==> config.mk <==
export PLATFORM = sky130hd
export DESIGN_NAME = approx_mult_seq
export DESIGN_NICKNAME = d
export VERILOG_FILES = /design/src/rtl/approx_mult_pkg.sv /design/src/rtl/mul4x4.sv /design/src/rtl/approx_mult_seq.sv
export SDC_FILE = /design/constraint.sdc
export NUM_CORES = 1
export LEC_CHECK = 0
export CAP_MARGIN = 10
export CORE_ASPECT_RATIO = 1.2
export CORE_MARGIN = 5
export CORE_UTILIZATION = 60
export CTS_BUF_LIST = sky130_fd_sc_hd__clkbuf_16
export CTS_CLUSTER_SIZE = 25
export DETAILED_ROUTE_END_ITERATION = 7
export PLACE_DENSITY = 0.81
export SYNTH_ARGS = -nofsm -noshare
export SYNTH_HDL_FRONTEND = slang
export SYNTH_SLANG_ARGS = --single-unit
==> constraint.sdc <==
create_clock -name clk -period 8.27 [get_ports clk]
set_input_delay 1.654 -clock clk [delete_from_list [all_inputs] [get_ports clk]]
set_output_delay 1.654 -clock clk [all_outputs]
set_load 0.05 [all_outputs]
==> src/rtl/approx_mult_pkg.sv <==
// Shared types and helpers for the sequential digit-block multiplier.
package approx_mult_pkg;

    localparam int DIGIT_W = 4;

    typedef enum logic [1:0] {
        IDLE,
        CALC,
        DONE
    } state_t;

    // Number of 4x4 blocks actually visited for a D-digit operand pair.
    function automatic int unsigned block_count(input int unsigned d, input logic approx);
        return approx ? (d * d - (d * (d - 1)) / 2) : (d * d);
    endfunction

endpackage

==> src/rtl/mul4x4.sv <==
// Exact 4-bit x 4-bit unsigned product, purely combinational.
module mul4x4 (
    input  logic [3:0] x,
    input  logic [3:0] y,
    output logic [7:0] p
);

    assign p = 8'(x) * 8'(y);

endmodule

==> src/rtl/approx_mult_seq.sv <==
// Sequential multiplier accumulating one 4x4 digit-block product per cycle;
// approximate mode drops the low-order blocks with i+j < D-1.
//
// state | meaning
// IDLE  | waiting for an operand pair, in_ready=1
// CALC  | one digit block accumulated per cycle
// DONE  | result held on r with out_valid=1 until out_ready
module approx_mult_seq
    import approx_mult_pkg::*;
#(
    parameter int W = 8
) (
    input  logic             clk,
    input  logic             rst,
    input  logic [W-1:0]     a,
    input  logic [W-1:0]     b,
    input  logic             approx,
    input  logic             in_valid,
    output logic             in_ready,
    output logic [2*W-1:0]   r,
    output logic             out_valid,
    input  logic             out_ready
);

    localparam int D  = W / DIGIT_W;
    localparam int CW = $clog2(D);
    localparam int BW = $clog2(D * D);

    if (W < 8 || W > 32 || (W % 4) != 0) begin : g_bad_w
        $error("approx_mult_seq: W must be a multiple of 4 between 8 and 32");
    end

    state_t           state, state_nxt;
    logic [W-1:0]     a_reg, b_reg;
    logic             approx_reg;
    logic [2*W-1:0]   acc;
    logic [CW-1:0]    i_cnt, j_cnt;
    logic [BW-1:0]    blk_left;
    logic [3:0]       digit_a, digit_b;
    logic [7:0]       prod;
    logic [2*W-1:0]   term;

    assign digit_a = 4'(a_reg >> (DIGIT_W * int'(i_cnt)));
    assign digit_b = 4'(b_reg >> (DIGIT_W * int'(j_cnt)));

    mul4x4 u_mul (
        .x (digit_a),
        .y (digit_b),
        .p (prod)
    );

    assign term = {{(2*W-8){1'b0}}, prod} << (DIGIT_W * (int'(i_cnt) + int'(j_cnt)));

    always_comb begin
        state_nxt = state;
        in_ready  = 1'b0;
        out_valid = 1'b0;
        case (state)
            IDLE: begin
                in_ready = 1'b1;
                if (in_valid) state_nxt = CALC;
            end
            CALC: begin
                if (blk_left == '0) state_nxt = DONE;
            end
            DONE: begin
                out_valid = 1'b1;
                if (out_ready) state_nxt = IDLE;
            end
            default: state_nxt = IDLE;
        endcase
    end

    always_ff @(posedge clk) begin
        if (rst) begin
            state      <= IDLE;
            a_reg      <= '0;
            b_reg      <= '0;
            approx_reg <= 1'b0;
            acc        <= '0;
            r          <= '0;
            i_cnt      <= '0;
            j_cnt      <= '0;
            blk_left   <= '0;
        end else begin
            state <= state_nxt;
            case (state)
                IDLE: begin
                    if (in_valid) begin
                        a_reg      <= a;
                        b_reg      <= b;
                        approx_reg <= approx;
                        acc        <= '0;
                        j_cnt      <= '0;
                        // Approximate row 0 only keeps its top digit.
                        i_cnt      <= approx ? CW'(D - 1) : '0;
                        blk_left   <= BW'(block_count(D, approx) - 1);
                    end
                end
                CALC: begin
                    blk_left <= blk_left - 1'b1;
                    if (blk_left == '0) begin
                        r <= acc + term;
                    end else begin
                        acc <= acc + term;
                        if (i_cnt == CW'(D - 1)) begin
                            j_cnt <= j_cnt + 1'b1;
                            // First kept digit of row j+1 is D-1-(j+1).
                            i_cnt <= approx_reg ? (CW'(D - 2) - j_cnt) : '0;
                        end else begin
                            i_cnt <= i_cnt + 1'b1;
                        end
                    end
                end
                default: ;
            endcase
        end
    end

endmodule

==> reports/results.ini <==
[route]
wl_per_cell_um=15.05
drtIter0Drc=189
post-route-drc-count=0
viasPerCell=5.908
num_vias=3131
wirelength_um=7976
ant_nets=0
firstDrtPassIters=4

[critical_path]
worst_path_most_repeated_cell=nor2_1
start_kind=flop
worstSetupPathType=reg -> reg
critPathMaxFanout=8
path_buf_inv=1
max_stage_delay_ns=0.51
crit_path_end_kind=flop
cp_slowest_cell=dfxtp_1
cp_data_arrival_time_ns=5.38
cp.required_ns=8.45
reg2reg_slack_ns=3.08
worst_path_dominant_cell_family=compound AO/OA/AOI/OAI gates
path_cells=mux2i_1, or2_2, fa_1, inv_1, fa_1, ha_1, a21o_1, a22o_1, nor2_1, xnor2_1, mux2_2, nor2_1, ha_1, a21oi_1, nor2_1, a211oi_1, o211ai_1, xnor2_1, a22o_2

[global_route]
grt_max_degree=55
gr-usage-all-layers_pct=22.61
grt-ovfl-total=0
first_global_vias=3089
antenna_found_initial=0
grt_pass1_wl_um=13530

[yosys]
synth_area_leaders=dfxtp_1 (32%), ha_1 (10%), nand2_1 (7.4%)
synth-warning-count=0
synth.distinct_cells=54
synth_most_common_cell=nand2_1
synth-seq-area-share_pct=31.65
synth_area_mm2=0.003478
synthArstFlopShare_pct=0
synth_nets=493
synth_flop_cell=dfxtp_1
synth_top_cell_by_area=dfxtp_1
synth_edf_count=0
synth_cells=439
synth.avg_cell_area_um2=7.923
ys_top_cells_by_count=nand2_1 (69), nor2_1 (56), dfxtp_1 (55), a21oi_1 (46), ha_1 (28)
ys_ff_latch=55
synth_top_area_share_pct=31.65

[clock_network]
htree_num_levels=2
cts_buffers=5
holdBufCountCts=0
cts_tree=built
post_cts_buffers=0
ctsRootBufferMaster=clkbuf_16
clkTransAtPathRegs_ns=0.07
cts.repair.resized=0
clock_sinks=55
clk_latency_ns=0.29
clockBufferDepth=2

[floorplan]
die_y_um=93.41
die_area_mm2=0.007426
die_x_um=79.51
start_util_pct=61.78
ios=39
floorplan.rows=30
core_area_mm2=0.005630

[cells_and_area]
final_nets=519
n_antenna_cell=0
largestRegisters=acc (16), r (16)
fin_cells=530
drive_above_1_share_pct=4.721
synthToLayoutAreaGrowth_pct=14.60
final_util_pct=70.80

[flow_run]
maxCapViolCount=0

[power]
switching_power_w=0.0001812
p_seq_share_pct=47.1
power_density_mw_per_mm2=153.6
clkPwrFrac_pct=33.3
p_leak_nw=1.597
p_int_w=0.0004310
switching_share_pct=29.59
combPwrFrac_pct=19.6
ir_drop_mv=0.1551

[place]
place_congestion=0.8578
port-buffer-count=38
place_inst=522
dp_hpwl_um=6107

[sta]
hold_violations=0
slew_headroom_pct=25.43
tns_ns=0
clock_skew_ns=0.007897
worst_slew_pin_slew_ns=1.113
finalCritPeriodShare_pct=62.79
slew_viol_final=0
fmax_ghz=0.1926
setup-violations-final=0
rsz0062_at_grt=false
min_period_ns=5.193

[outcome]
outcome=finished clean

[min_path]
holdCritPathClass=reg -> reg

## layout by cell type (no fill, tap or decap), types with 5 or more instances in the layout
cell type,n
a21o_1,6
fa_1,5
o21ai_0,17
nor2_1,56
nand2_1,69
ha_1,28
or2_2,5
xnor2_1,12
a211oi_1,6
mux2i_1,12
nor3_1,10
clkdlybuf4s50_1,37
clkbuf_16,5
nor2b_1,9
dfxtp_1,55
inv_1,15
a21oi_1,46
nand2b_1,8
## path summary, 6_finish.rpt
kind / from / to / depth (start not counted)
max: j_cnt / acc[15] / 19
min: r[6] / r[6] / 2
max reg2reg: j_cnt / acc[15] / 19
min reg2reg: r[6] / r[6] / 2
## layout make-up
class                           instances  area [um^2]
Clock buffer                            5        125.1
Clock inverter                          3        16.27
Fill cell                             488         1644
Inverter                               14        52.55
Multi-Input combinational cell        351         2236
Sequential cell                        55         1101
Tap cell                               64        80.08
Timing Repair Buffer                   38        375.4
## worst reg2reg max path, stage by stage (launching register included)
cell      delay [ns]
dfxtp_1         0.51
mux2i_1         0.21
or2_2           0.35
fa_1            0.50
inv_1           0.06
fa_1            0.49
ha_1            0.31
a21o_1          0.20
a22o_1          0.23
nor2_1          0.12
xnor2_1         0.16
mux2_2          0.20
nor2_1          0.05
ha_1            0.26
a21oi_1         0.22
nor2_1          0.07
a211oi_1        0.51
o211ai_1        0.20
xnor2_1         0.19
a22o_2          0.27
## per-layer routing
layer | track usage [%] | vias to the layer above | part of all wire, %
li1 | - | 1577 | -
met5 | 0 | - | 0
met1 | 25.63 | 1435 | 41
met2 | 41.09 | 96 | 51
met3 | 3.565 | 23 | 4.9
met4 | 9.885 | 0 | 3.1
## kinds of logic after synthesis
logic type	share of synthesized area, %
AOI/OAI and AO/OA	20.14
and+or+nand+nor	22.73
muxes	4.425
adders and majority gates	12.95
DFF	31.65
xor gates and xnor gates	4.029
buffers and inverters	4.065
## power groups by stage
stage	clock (W)	combinational, W	sequential [W]
after global routing	0.000218	0.000133	0.000290
after detailed placement	0	0.000120	0.000294
after CTS	0.000205	0.000120	0.000288
after global placement	0	0.000117	0.000294
after floorplan	0	0.0000797	0.000299
final	0.000204	0.000120	0.000288
## per-stage QoR
stage / hold WS [ns] / power (W) / area (um^2) / worst slack [ns]
floorplan: 0.4315 / 0.0003791 / 3478 / 3.659
global placement: 0.4420 / 0.0004113 / 3845 / 3.195
detailed placement: 0.4478 / 0.0004141 / 3845 / 3.123
CTS: 0.4576 / 0.0006139 / 3986 / 3.101
global route: 0.4790 / 0.0006406 / 3986 / 2.800
finish: 0.4541 / 0.0006122 / 3986 / 3.077
No activity file was read; power rests on OpenSTA's default activity.
